**src/rtl/loom_dpi_bridge.sv**
```systemverilog
// loom_dpi_bridge: DUT-side valid/ready bridge to one DPI register-file call/return slot
module loom_dpi_bridge #(
    parameter int unsigned MAX_ARGS       = 8,
    parameter int unsigned TIMEOUT_CYCLES = 0
) (
    input  logic                     clk_i,
    input  logic                     rst_ni,
    input  logic                     dut_req_valid_i,
    output logic                     dut_req_ready_o,
    input  logic [MAX_ARGS*32-1:0]   dut_req_args_i,
    output logic                     dut_rsp_valid_o,
    input  logic                     dut_rsp_ready_i,
    output logic [63:0]              dut_rsp_result_o,
    output logic [MAX_ARGS*32-1:0]   dut_rsp_args_o,
    output logic                     dpi_call_valid_o,
    input  logic                     dpi_call_ready_i,
    output logic [MAX_ARGS*32-1:0]   dpi_call_args_o,
    input  logic                     dpi_ret_valid_i,
    output logic                     dpi_ret_ready_o,
    input  logic [64+MAX_ARGS*32-1:0] dpi_ret_data_i,
    output logic                     busy_o,
    output logic                     timeout_o,
    output logic [31:0]              call_count_o
);
    localparam int unsigned AW = MAX_ARGS * 32;

    typedef enum logic [1:0] {IDLE, CALL, WAIT, RESP} state_t;

    state_t          state, state_n;
    logic [AW-1:0]   args_q;
    logic [63:0]     result_q;
    logic [31:0]     count_q;
    logic [31:0]     wait_q;
    logic            timeout_q;

    // state register
    always_ff @(posedge clk_i or negedge rst_ni) begin
        if (!rst_ni) state <= IDLE;
        else         state <= state_n;
    end

    // next state and Moore handshake outputs; ready is held low while in reset
    always_comb begin
        state_n          = state;
        dut_req_ready_o  = 1'b0;
        dpi_call_valid_o = 1'b0;
        dpi_ret_ready_o  = 1'b0;
        dut_rsp_valid_o  = 1'b0;
        case (state)
            IDLE: begin
                dut_req_ready_o = rst_ni;
                if (dut_req_valid_i) state_n = CALL;
            end
            CALL: begin
                dpi_call_valid_o = 1'b1;
                if (dpi_call_ready_i) state_n = WAIT;
            end
            WAIT: begin
                dpi_ret_ready_o = 1'b1;
                if (dpi_ret_valid_i) state_n = RESP;
            end
            RESP: begin
                dut_rsp_valid_o = 1'b1;
                if (dut_rsp_ready_i) state_n = IDLE;
            end
            default: state_n = IDLE;
        endcase
    end

    // args/result capture, completed-call counter, wait counter and sticky timeout
    always_ff @(posedge clk_i or negedge rst_ni) begin
        if (!rst_ni) begin
            args_q    <= '0;
            result_q  <= '0;
            count_q   <= '0;
            wait_q    <= '0;
            timeout_q <= 1'b0;
        end else begin
            if (state == IDLE && dut_req_valid_i) args_q <= dut_req_args_i;
            if (state == WAIT && dpi_ret_valid_i) begin
                result_q <= dpi_ret_data_i[63:0];
                args_q   <= dpi_ret_data_i[64 +: AW];
                if (count_q != 32'hFFFF_FFFF) count_q <= count_q + 32'd1;
            end
            if (state == CALL && dpi_call_ready_i) wait_q <= '0;
            else if (state == WAIT && wait_q != 32'hFFFF_FFFF) wait_q <= wait_q + 32'd1;
            if (TIMEOUT_CYCLES != 0 && state == WAIT && !dpi_ret_valid_i &&
                wait_q == 32'(TIMEOUT_CYCLES - 1))
                timeout_q <= 1'b1;
        end
    end

    assign busy_o           = (state != IDLE);
    assign dpi_call_args_o  = args_q;
    assign dut_rsp_args_o   = args_q;
    assign dut_rsp_result_o = result_q;
    assign call_count_o     = count_q;
    assign timeout_o        = timeout_q;
endmodule

```
**config.mk**
```make
export PLATFORM = sky130hd
export DESIGN_NAME = loom_dpi_bridge
export DESIGN_NICKNAME = d
export VERILOG_FILES = /design/src/rtl/loom_dpi_bridge.sv
export SDC_FILE = /design/constraint.sdc
export NUM_CORES = 1
export LEC_CHECK = 0
export ABC_AREA = 1
export CAP_MARGIN = 20
export CORE_AREA = 2 2 466 468
export DETAILED_ROUTE_END_ITERATION = 8
export DIE_AREA = 0 0 468 470
export GPL_ROUTABILITY_DRIVEN = 0
export GPL_TIMING_DRIVEN = 1
export SYNTH_ARGS = -nofsm -noshare
export SYNTH_HDL_FRONTEND = slang
export SYNTH_SLANG_ARGS = --single-unit
```
**constraint.sdc**
```tcl
create_clock -name clk_i -period 4.3 [get_ports clk_i]
set_clock_uncertainty 0.15 [all_clocks]
set_input_delay 0.645 -clock clk_i [delete_from_list [all_inputs] [get_ports clk_i]]
set_output_delay 0.645 -clock clk_i [all_outputs]
set_load 0.03 [all_outputs]
```
* Yosys cells after proc, flatten, opt, wreduce, memory -nomap -nowiden *
Index checks and enable logic that the tools add are counted.

operators by class
  $add $sub $neg = 1
  equal/unequal tests = 8
  multiplexer cells = 11
  reductions and logical operators = 7

operators by type and width
  cell                                                 number
  two-way mux 256 bit                                  2
  adder 32 x 1 -> 32 bit, second input constant        1
  != test 32 bit, second input constant                1
  two-way mux 2 bit                                    4
  != test 2 bit, second input constant                 4
  case mux 2 bit (4 select lines)                      1
  equality test 2 bit, second input constant           2
  two-way mux 1 bit                                    4
  AND reduction 4 bit                                  1
  nonzero test 2 bit                                   2
  equality test 2 x 1 -> 1 bit, second input constant  1
  logical AND 1 bit                                    2
  logical NOT 2 bit                                    1
  AND reduction 2 bit                                  1

word-level totals
  bits in registers = 354
  input bits = 582
  output and inout port bits = 614
  logic and storage cells = 31

* Logic depth before layout (Yosys ltp) *
  depth in word-level cells = 4
  gate-level depth with buffers = 11
  gate-level depth less buffers = 10

* Worst setup path before layout *
OpenSTA, ideal clock, no wires.

  path kind = register -> register
  start point = register state[0]
  end point = register args_q[100], in the netlist dpi_call_args_o[100]
  library setup time = 83 ps
  arrival time = 1,862 ps
  required time = 4,067 ps
  setup slack = 2,206 ps
  stages on the path, launching flop included = 9
  buffers on the path = 2
  period minus slack after synthesis = 2,094 ps
  path through = dfrtp_1 > inv_1 > ha_1 > nand2_1 > inv_2 > buf_2 > clkbuf_1 > nor2_1 > o21ai_0

on the way
  cells in the longest elaborated chain, start to end = 3
  elaborated cells between the ends (all ways) = 6
  those cells by class = eq/ne: 1; mux: 1; reduce/logical: 4

RTL lines
  element                                                           line    text
  start: declaration                                                29      state_t state, state_n;
  start signal: assignment                                          39      else state <= state_n;
  equality test 2 bit / logical NOT 2 bit (equally long branches)   80, 79
  logical AND 1 bit (on tied branches)                              80, 79
  two-way mux 256 bit / nonzero test 2 bit (equally long branches)  n/a
  end signal: assignment                                            79      if (state == IDLE && dut_req_valid_i) args_q <= dut_req_args_i;
  end signal: assignment                                            82      args_q <= dpi_ret_data_i[64 +: AW];
  end: declaration                                                  30      logic [AW-1:0] args_q;

Several ways; a longest one is shown, not always the timed one.
A chain may end at the register's enable or synchronous reset.

* Final worst setup path *
  start point = register state[0]
  end point = output port dut_req_ready_o

on the way
  cells in the longest elaborated chain, start to end = 2

RTL lines
  element            line  text
  logical NOT 2 bit  49    case (state)
  two-way mux 1 bit  49
  end: declaration   9     output logic dut_req_ready_o,

No other way between the ends.

==> impl_results.rst <==
.. list-table::
   :header-rows: 1

   * - Metric
     - Value
   * - Outcome
     - complete, no violations
   * - Slew Limit Fails
     - 0
   * - Cell repeated most along the worst path
     - sky130_fd_sc_hd__inv_1
   * - Fraction of the cycle the final worst path needs
     - 76.90%
   * - Count of warnings emitted by yosys
     - 1
   * - Worst setup EP type
     - output pin
   * - Worst Path Arrival
     - about 2.5 ns
   * - Worst setup SP type
     - flop
   * - Setup repair after global routing missed its margin
     - no
   * - Cells after synthesis
     - between 2000 and 2500
   * - Data required time at the worst endpoint
     - 3.50 ns
   * - Critical-path cell with the highest stage delay
     - sky130_fd_sc_hd__clkdlybuf4s50_1
   * - # setup viols final
     - 0
   * - Port Buffer Count
     - approximately 1200
   * - Residual DRC
     - 0
   * - Achievable clock frequency
     - just over 0.3 GHz
   * - Min-Delay Path Class
     - flop to flop
   * - Leakage component of the power
     - 12.83 nW
   * - Cell internal pwr
     - roughly 14 mW
   * - Final Hold Vio Count
     - 0
   * - Minimum period implied by the final worst setup slack
     - 3.307 ns
   * - Power density over the cells
     - between 800 and 900 nW/µm²
   * - Max H-tree Level
     - 2
   * - Number of nets in the layout
     - ~3800
   * - GRT overflow
     - 0
   * - Core outline area
     - between 200000 and 250000 µm²
   * - Via total after detailed routing
     - approximately 22000
   * - Post-synthesis sequential area ratio
     - 48.13%
   * - Max incr delay on CP
     - about 0.85 ns
   * - Overall track demand over capacity in global routing
     - around 18%
   * - Number of detailed-route iterations in the first pass
     - 6
   * - Wire length of the first global-routing pass
     - 247000 µm
   * - Number of different library cells in the post-synthesis netlist
     - 26
   * - Initial detailed-routing violation count
     - 1860
   * - DRT antenna net count
     - 0
   * - Sinks on the clock net
     - ~350
   * - Total I/O pin count
     - around 1200
   * - Clock tree from TritonCTS
     - yes
   * - Compound-cell area share of the yosys netlist
     - about 14%
   * - Least-Margin Pin Slew
     - about 1.1 ns
   * - Number of core rows
     - roughly 170
   * - Effective utilization at floorplan
     - 8.535%
   * - Asr flop ratio synth
     - between 90% and 100%
   * - Die Span Y
     - between 400 and 500 µm
   * - Largest net degree at the start of global routing
     - 216
   * - Worst path buffer plus inverter count
     - 3
   * - Post-Synthesis Mean Instance Area
     - approximately 8 µm²
   * - Number of enable-type register cells in the synthesized netlist
     - 0
   * - Accumulated negative setup slack
     - 0 ns
   * - Maximum count of clock buffers along a single path
     - 3
   * - Total routed wirelength
     - around 200000 µm
   * - Worst-case headroom to the max-slew limit
     - between 20 and 30%
   * - Simple-gate area share of the yosys netlist
     - between 20% and 30%
   * - Layout cells sized above 1
     - approximately 4.2%
   * - Peak VDD IR
     - approximately 0.50 mV
   * - Antenna violations before repair
     - 210
   * - Register clock-pin slew on the reported worst setup and hold paths
     - ~0.060 ns
   * - Syn nets
     - 2897
   * - Mux share of post-synthesis cell area
     - 0%
   * - Clock network fraction of design power
     - between 10% and 20%
   * - Relative area change from synthesis to final layout
     - 83.58%
   * - Net switching power of the design
     - approximately 16 mW
   * - Register bit count reported by yosys
     - between 300 and 400
   * - Via count of the first global-routing pass
     - between 20000 and 25000
   * - Clock latency on the worst-skew pair
     - about 0.67 ns
   * - Sw Ratio
     - 54.42%
   * - Total clock buffers created by CTS
     - 52
   * - Post-synth design cell area
     - 18410 µm²
   * - Total power
     - just over 30 mW
   * - Dpl hpwl
     - roughly 180000 µm
   * - Main combinational cell family by area after synthesis
     - simple AND/OR/NAND/NOR gates
   * - Sequence of cells on the critical path
     - inv_1 > ha_1 > nand2_1 > inv_1 > clkdlybuf4s50_1
   * - Top Family by Delay on Critical Path
     - buffers and inverters
   * - Share of synthesized cell area in full adder, half adder and majority cells
     - less than 1%
   * - Chip width
     - roughly 470 µm
   * - Part of the total power dissipated in combinational logic
     - between 60% and 70%
   * - Post-cts resize count
     - 0
   * - Drt wl/cell
     - 32.80 µm
   * - Total of fill cells in the finished design
     - around 24000
   * - Critical path start-end classification
     - flop to output pin
   * - Primary FF master, synth
     - sky130_fd_sc_hd__dfrtp_1
   * - Vias per cell
     - 3.558
   * - Maximum fanout along the worst path
     - 4
   * - Root Buffer Master
     - sky130_fd_sc_hd__clkbuf_16
   * - Sequential cell fraction of total power
     - 21.5%
   * - Die Outline Area
     - roughly 220000 µm²
   * - Synth Area in XOR/XNOR
     - less than 1%
   * - Max-cap violations
     - 0
through the flow:
stage	area, µm²	hold slack (ns)	utilization [%]	worst slack [ns]	cells
finish	33790	0.3310	15.67	0.9935	6133
global placement	31800	0.3155	14.74	1.114	5973
floorplan	18410	0.1994	-	2.206	2309
CTS	33630	0.2771	15.60	0.8872	6070
global route	33700	0.3447	15.63	0.8879	6098
detailed placement	31800	0.3182	14.74	1.090	5973
layer usage:
metal,vias to the layer above,track usage (%),wire [µm]
met5,-,0,1003
met4,156,8.538,10920
met3,471,12.37,32260
met2,1534,27.49,89110
met1,10420,17.38,67900
li1,9245,-,-
final timing paths:
check                      cells after the start  slack, ns                        startpoint                               end
setup reg to reg                               6       1.30              state[0]$_DFFE_PN0P_  dpi_call_args_o[170]$_DFFE_PN0P_
hold reg to reg                                2       0.33  dut_rsp_result_o[57]$_DFFE_PN0P_  dut_rsp_result_o[57]$_DFFE_PN0P_
max in group asynchronous                      4       1.84                            rst_ni   dpi_call_args_o[28]$_DFFE_PN0P_
setup / recovery                               5       0.99              state[0]$_DFFE_PN0P_                   dut_req_ready_o
hold / removal                                 2       0.33  dut_rsp_result_o[57]$_DFFE_PN0P_  dut_rsp_result_o[57]$_DFFE_PN0P_
min in group asynchronous                      3       0.55                            rst_ni   dut_rsp_result_o[4]$_DFFE_PN0P_
cell usage in the layout (no fill, tap or decap), types with 8 or more instances in the layout:
master	count
sky130_fd_sc_hd__clkbuf_8	8
sky130_fd_sc_hd__nand3_1	272
sky130_fd_sc_hd__clkbuf_16	53
sky130_fd_sc_hd__o21ai_0	512
sky130_fd_sc_hd__buf_4	18
sky130_fd_sc_hd__o21ai_1	9
sky130_fd_sc_hd__clkdlybuf4s50_1	1193
sky130_fd_sc_hd__inv_1	31
sky130_fd_sc_hd__diode_2	63
sky130_fd_sc_hd__clkinv_2	8
sky130_fd_sc_hd__buf_12	14
sky130_fd_sc_hd__nand2_1	360
sky130_fd_sc_hd__nor2_1	311
sky130_fd_sc_hd__dfrtp_1	354
cells in the mapped netlist (7+ instances only):
| library cell | number | area, µm² |
|---|---|---|
| sky130_fd_sc_hd__nor2_1 | 311 | 1167 |
| sky130_fd_sc_hd__inv_1 | 31 | 116.4 |
| sky130_fd_sc_hd__dfrtp_1 | 354 | 8859 |
| sky130_fd_sc_hd__o21ai_1 | 9 | 45.04 |
| sky130_fd_sc_hd__buf_1 | 27 | 101.4 |
| sky130_fd_sc_hd__buf_4 | 257 | 1929 |
| sky130_fd_sc_hd__buf_2 | 27 | 135.1 |
| sky130_fd_sc_hd__nand3_1 | 272 | 1361 |
| sky130_fd_sc_hd__nand2_1 | 363 | 1363 |
| sky130_fd_sc_hd__nand4_1 | 7 | 43.79 |
| sky130_fd_sc_hd__o21ai_0 | 512 | 2562 |
| sky130_fd_sc_hd__clkbuf_1 | 102 | 382.9 |
flip-flops by register name, indices dropped and copies added, names as in the netlist:
signal / count
state: 2
dpi_call_args_o: 256
call_count_o: 32
dut_rsp_result_o: 64
what timing repair did:
item                      CTS  global route
buffers inserted            0             0
hold buffers                1             0
hold endpoints to repair    9             0
final cells by class:
type                    instances  area [µm²]  area share, %
diodes                         63       157.7         0.4665
clock buffers                  68        1463          4.328
clock inverters                28       364.1          1.077
inverters                      34       140.1         0.4147
multi-input cells            1505        6855          20.29
flip-flops and latches        354        8859          26.22
well taps                    2854        3571          10.57
repair buffers               1227       12380          36.64
worst reg2reg max path: stages (launching register included):
cell and delay (ns):
sky130_fd_sc_hd__dfrtp_1 0.40, sky130_fd_sc_hd__inv_1 0.13, sky130_fd_sc_hd__ha_1 0.38, sky130_fd_sc_hd__nand2_4 0.37, sky130_fd_sc_hd__buf_12 0.35, sky130_fd_sc_hd__o21ai_0 0.94
sky130_fd_sc_hd__o21ai_0 0.14
power by group through the flow:
stage / logic (mW) / registers, mW / clock network (mW)
after floorplan: 7.18 / 8.78 / 0
after global placement: 19.4 / 6.42 / 0
after detailed placement: 19.4 / 6.49 / 0
after CTS: 19.5 / 6.48 / 4.92
after global routing: 20.0 / 6.66 / 5.00
final: 19.0 / 6.49 / 4.73
cell families (layout without fill, tap and decap cells):
group                    Yosys count  in the layout
adder cells (fa/ha/maj)            6              6
XOR/XNOR                          11             11
AND/OR/NAND/NOR                  964            964
AO/OA/AOI/OAI                    523            523
other                              1             64
buffers and inverters            450           1357
flip-flops                       354            354
Power figures use the tool's default switching activity.
==> variant 1 (config.mk and constraints unchanged) <==
Re-encode `state_t` (4 states) as one-hot, 4 bits wide.
--- a/src/rtl/loom_dpi_bridge.sv
+++ b/src/rtl/loom_dpi_bridge.sv
@@ -25,5 +25,5 @@
     localparam int unsigned AW = MAX_ARGS * 32;
 
-    typedef enum logic [1:0] {IDLE, CALL, WAIT, RESP} state_t;
+    typedef enum logic [3:0] {IDLE = 4'b0001, CALL = 4'b0010, WAIT = 4'b0100, RESP = 4'b1000} state_t;
 
     state_t          state, state_n;
Check against the original RTL: same outputs for any inputs over 4 cycles, from zero or initial values and one cycle with rst_ni low; so few cycles prove little.
==> variant 1 against the unedited design <==
  * Design area rose by 0.55%
  * Sequential cell count increased by 2
  * Register-to-register slack improved by 200 ps
  * Clock power down 4.9%
  * Synthesized area is 2.4% higher
  * Final cell count barely moved
  * Critical path depth did not move
  * Worst hold slack got worse by 30 ps
  * Worst setup slack lost 200 ps
  * First-iteration DRC count down 33%
  * Non-clock buffer count is 4 higher
  * Total power fell by 1.6%
  * Global-route usage fell by 0.62 points
  * Wire length shrank 3.4%
  * Critical endpoint unchanged
  * Highest routed layer unchanged
==> variant 1: results (changes against the unedited design) <==
[metrics] Routed met2 length: 86050 um (-3.4%)
[metrics] tightest slew margin relative to the limit: 23.32% (-2.4 points)
[metrics] GRT met2 Usage: 27.09% (-0.41 points)
[metrics] Via density: 3.385 (-4.9%)
[metrics] Seq. pwr: 6.65 mW (+2%)
[metrics] number of antenna violations at the first check in global routing: 166 (-21%)
[metrics] sequential-to-total area share from yosys stat: 47.28% (-0.85 points)
[metrics] largest net degree at the start of global routing: 141 (-35%)
[metrics] GR Util met1: 17.50% (+0.11 points)
[metrics] Commonest cells post-synth: sky130_fd_sc_hd__nand2_1, sky130_fd_sc_hd__dfrtp_1, sky130_fd_sc_hd__buf_4, sky130_fd_sc_hd__nand3_1, sky130_fd_sc_hd__o21a_1
[metrics] fraction of layout instances using a drive strength above 1: 4.021% (-0.18 points)
[metrics] met3 routed WL: 30620 um (-5.1%)
[metrics] ratio of total power to cell area: 874.9 nW/um^2 (-2.1%)
[metrics] first-pass GRT wire length: 236600 um (-4.2%)
[metrics] ranking of synthesized cells by area: sky130_fd_sc_hd__dfrtp_1, sky130_fd_sc_hd__nand2_1, sky130_fd_sc_hd__buf_4
[metrics] net total in the final layout: 3777 (+0.40%)
[metrics] number of inserted filler cells in the final layout: 24330 (-0.44%)
[metrics] overall via count from detail_route: 20740 (-5.0%)
[metrics] number of buffers created by CTS: 54 (+3.8%)
[metrics] Total Routed Length: 194300 um (-3.4%)
[metrics] Slowest Stage Delay on Critical Path: 800 ps (-50 ps)
[metrics] Arrival @ worst endpoint: 2710 ps (+200 ps)
[metrics] HPWL after detailed placement: 170100 um (-2.8%)
[metrics] Placed Cells: 5991 (+0.30%)
[metrics] largest vdd supply drop: 456.2 uV (-9.4%)
[metrics] run status: complete, no violations
[metrics] number of violations reported at the end of detailed-routing iteration 0: 1249 (-33%)
[metrics] Distinct cells, synth: 27 (+3.8%)
[metrics] wl on met1: 68930 um (+1.5%)
[metrics] Mapped Nets: 2879 (-0.62%)
[metrics] static power due to leakage: 13.00 nW (+1.3%)
[metrics] via count of the first global-routing pass: 20420 (-2.4%)
[metrics] worst hold path class: input pin to asynchronous set/reset pin
[metrics] First-pass DRT Iterations: 5 (-1)
[metrics] met3 Track Usage GR: 11.74% (-0.63 points)
[metrics] switching share of power: 53.50% (-0.92 points)
[variant 1: cell count changes after synthesis, sizes merged, moves of 4 or more]
cell,delta
clkbuf,-95
ha,-5
buf,+68
nand2,+521
nand3b,-4
inv,+7
o21a,+256
nor2,-258
o21ai,-517
nand3,+5
[variant 1: layout make-up]
| cell class | count | area, um^2 | area share (%) |
|---|---|---|---|
| diodes | 40 | 100.1 | 0.2946 |
| repair buffers | 1231 | 12390 | 36.46 |
| well taps | 2854 | 3571 | 10.51 |
| flip-flops and latches | 356 | 8910 | 26.22 |
| multi-input cells | 1510 | 7117 | 20.95 |
| inverters | 41 | 161.4 | 0.4751 |
| clock buffers | 73 | 1493 | 4.393 |
| clock inverters | 22 | 237.7 | 0.6997 |
[variant 1: cell families after synthesis]
logic type | after synthesis | synth area share [%]
compound gates | 261 | 10.33
xor+xnor | 12 | 0.5577
fa+ha+maj | 1 | 0.06638
buf+inv | 430 | 14.96
flops | 356 | 47.28
other cells | 1 | 0.01990
simple gates | 1235 | 26.79
[variant 1: worst reg2reg max path: stages (launching register included)]
cell and delay [ps]:
sky130_fd_sc_hd__dfstp_2 560, sky130_fd_sc_hd__inv_1 70, sky130_fd_sc_hd__nor3_2 260, sky130_fd_sc_hd__nand2_1 240, sky130_fd_sc_hd__nand2_8 570, sky130_fd_sc_hd__buf_4 580
sky130_fd_sc_hd__nand3_1 120, sky130_fd_sc_hd__o21a_1 130
[variant 1: worst paths after layout]
kind | slack, ps | to | cells past startpoint | from
max | 790 | dut_req_ready_o | 5 | state[0]$_DFFE_PN1P_
min | 300 | call_count_o[5]$_DFFE_PN0P_ | 2 | rst_ni
max reg2reg | 1500 | dpi_call_args_o[32]$_DFFE_PN0P_ | 7 | state[0]$_DFFE_PN1P_
min reg2reg | 320 | dut_rsp_result_o[45]$_DFFE_PN0P_ | 2 | dut_rsp_result_o[45]$_DFFE_PN0P_
max in group asynchronous | 2030 | dpi_call_args_o[207]$_DFFE_PN0P_ | 4 | rst_ni
min in group clk_i | 320 | dut_rsp_result_o[45]$_DFFE_PN0P_ | 2 | dut_rsp_result_o[45]$_DFFE_PN0P_
[variant 1: through the flow]
stage	power, mW	setup WS, ps	hold slack [ps]	util (%)	cell area [um^2]
floorplan	15.91	2057	199.4	-	18850
global placement	25.44	1050	303.1	14.90	32140
detailed placement	25.53	1024	311.2	14.90	32140
CTS	30.30	719.4	244.5	15.71	33880
global route	30.95	682.5	315.0	15.72	33910
finish	29.73	791.0	301.3	15.75	33980
[variant 1: what timing repair did]
| action | 4_1_cts | 5_1_grt |
|---|---|---|
| setup endpoints to repair | 0 | 0 |
| hold buffers | 1 | 0 |
| hold endpoints to repair | 33 | 0 |
==> variant 2 (same flow settings) <==
Made on the original files. The parameter `TIMEOUT_CYCLES` goes from 0 to 1.
--- a/src/rtl/loom_dpi_bridge.sv
+++ b/src/rtl/loom_dpi_bridge.sv
@@ -2,5 +2,5 @@
 module loom_dpi_bridge #(
     parameter int unsigned MAX_ARGS       = 8,
-    parameter int unsigned TIMEOUT_CYCLES = 0
+    parameter int unsigned TIMEOUT_CYCLES = 1
 ) (
     input  logic                     clk_i,
Formal check against the unedited RTL: same outputs for any inputs over 4 cycles, from zero or initial values and one cycle with rst_ni low; that may be too few to reach the edited logic, so the function may still have changed.
==> variant 2 against the unedited design <==
  * Design area is 7.5% higher
  * Worst setup slack worse by 130 ps
  * Wire length is 8.5% higher
  * Synthesized area is 12% higher
  * Count of clock-buffer cells in the layout is 9 higher
  * Combinational power is 7% higher
  * Final cell count is 5.7% higher
  * Total power is 7.8% higher
  * Core utilization is 1.2 points higher
  * Sequential cell count is 33 higher
  * Critical endpoint is now dpi_ret_ready_o
==> variant 2: results (changes against the unedited design) <==
[metrics] run status: complete, no violations
[metrics] inverters: 329 (+870%)
[metrics] overall via count from detail_route: 23350 (+7.0%)
[metrics] Layout clock buffers: 77 (+13%)
[metrics] Reg2Reg Launch Point: state[1]$_DFFE_PN0P_
[metrics] transition at the pin with the smallest max-transition slack: 1080 ps (-34.46 ps)
[metrics] proportion of final cell area spent on non-clock buffers: 34.48% (-2.2 points)
[metrics] placement-stage cell area: 34200 um^2 (+7.5%)
[metrics] static power due to leakage: 14.80 nW (+15%)
[metrics] net total in the final layout: 4133 (+9.9%)
[metrics] number of cells on the worst reg-to-reg path: 7 (+1)
[metrics] final design area excluding fillers: 36320 um^2 (+7.5%)
[metrics] Commonest cells post-synth: sky130_fd_sc_hd__nand2_1, sky130_fd_sc_hd__dfrtp_1, sky130_fd_sc_hd__nor2_1, sky130_fd_sc_hd__inv_1, sky130_fd_sc_hd__o21ai_0
[metrics] Yosys warning total: 0 (-1)
[metrics] Mapped Nets: 3216 (+11%)
[metrics] switching share of power: 54.83% (+0.41 points)
[metrics] largest vdd supply drop: 426.0 uV (-15%)
[metrics] Clock-cell share: 5.522% (+0.12 points)
[metrics] detail-routed net length per standard cell: 33.67 um (+2.6%)
[metrics] Multi-In Gates: 1511 (+0.40%)
[metrics] worst hold path class: input pin to asynchronous set/reset pin
[metrics] number of violations reported at the end of detailed-routing iteration 0: 1778 (-4.4%)
[metrics] diodes inserted: 43 (-32%)
[metrics] first-pass GRT wire length: 266800 um (+8.0%)
[metrics] number of inserted filler cells in the final layout: 24160 (-1.1%)
[metrics] ranking of synthesized cells by area: sky130_fd_sc_hd__dfrtp_1, sky130_fd_sc_hd__buf_4, sky130_fd_sc_hd__nand2_1
[metrics] flops & latches, synth: 387 (+9.3%)
[metrics] Post-Synthesis Mean Instance Area: 7.844 um^2 (-1.6%)
[metrics] Distinct cells, synth: 34 (+31%)
[metrics] reg-to-reg critical path endpoint: dpi_call_args_o[164]$_DFFE_PN0P_
[metrics] pre-CTS worst setup slack: 975.6 ps (-114.2 ps)
==> variant 2: cell types whose count changed in the layout (fill, tap and decap cells not counted), sizes merged, moves of 57 or more <==
| cell | delta |
|---|---|
| nand3 | -217 |
| o21ai | -241 |
| nand2 | +98 |
| nor2 | +57 |
| o22ai | +254 |
| inv | +299 |
==> variant 2: cells by family after synthesis <==
logic type / share of synthesized area [%]
simple gates: 18.00
buf+inv: 18.20
compound gates: 14.94
flops: 47.01
xor+xnor: 1.361
fa+ha+maj: 0.4860
==> variant 2: worst max-delay path by stage <==
stage                         start                                to  slack [ps]  cells past startpoint
2_1_floorplan  state[0]$_DFFE_PN0P_  dpi_call_args_o[115]$_DFFE_PN0P_        2120                      8
3_3_place_gp        dut_req_valid_i  dpi_call_args_o[166]$_DFFE_PN0P_         960                      6
3_5_place_dp        dut_req_valid_i  dpi_call_args_o[108]$_DFFE_PN0P_         980                      6
4_1_cts        state[0]$_DFFE_PN0P_                   dpi_ret_ready_o         780                      4
5_1_grt        state[0]$_DFFE_PN0P_                   dpi_ret_ready_o         740                      4
6_report       state[0]$_DFFE_PN0P_                   dpi_ret_ready_o         870                      4
==> variant 2: power groups by stage <==
stage          clock network [mW]  logic (mW)  registers [mW]
3_3_place_gp                    0        20.6            6.87
5_1_grt                      5.53        21.3            7.10
3_5_place_dp                    0        20.6            6.94
2_1_floorplan                   0        7.53            9.19
4_1_cts                      5.42        20.7            6.93
6_report                     5.25        20.4            6.94
==> variant 2: metal layers <==
layer	wire (um)	vias up	part of all wire (%)	track usage (%)
met5	897	-	0.41	0.6807
met4	7449	120	3.4	5.097
met3	35200	499	16	13.37
met2	98670	1560	45	30.86
met1	76130	11060	35	19.63
li1	-	10120	-	-
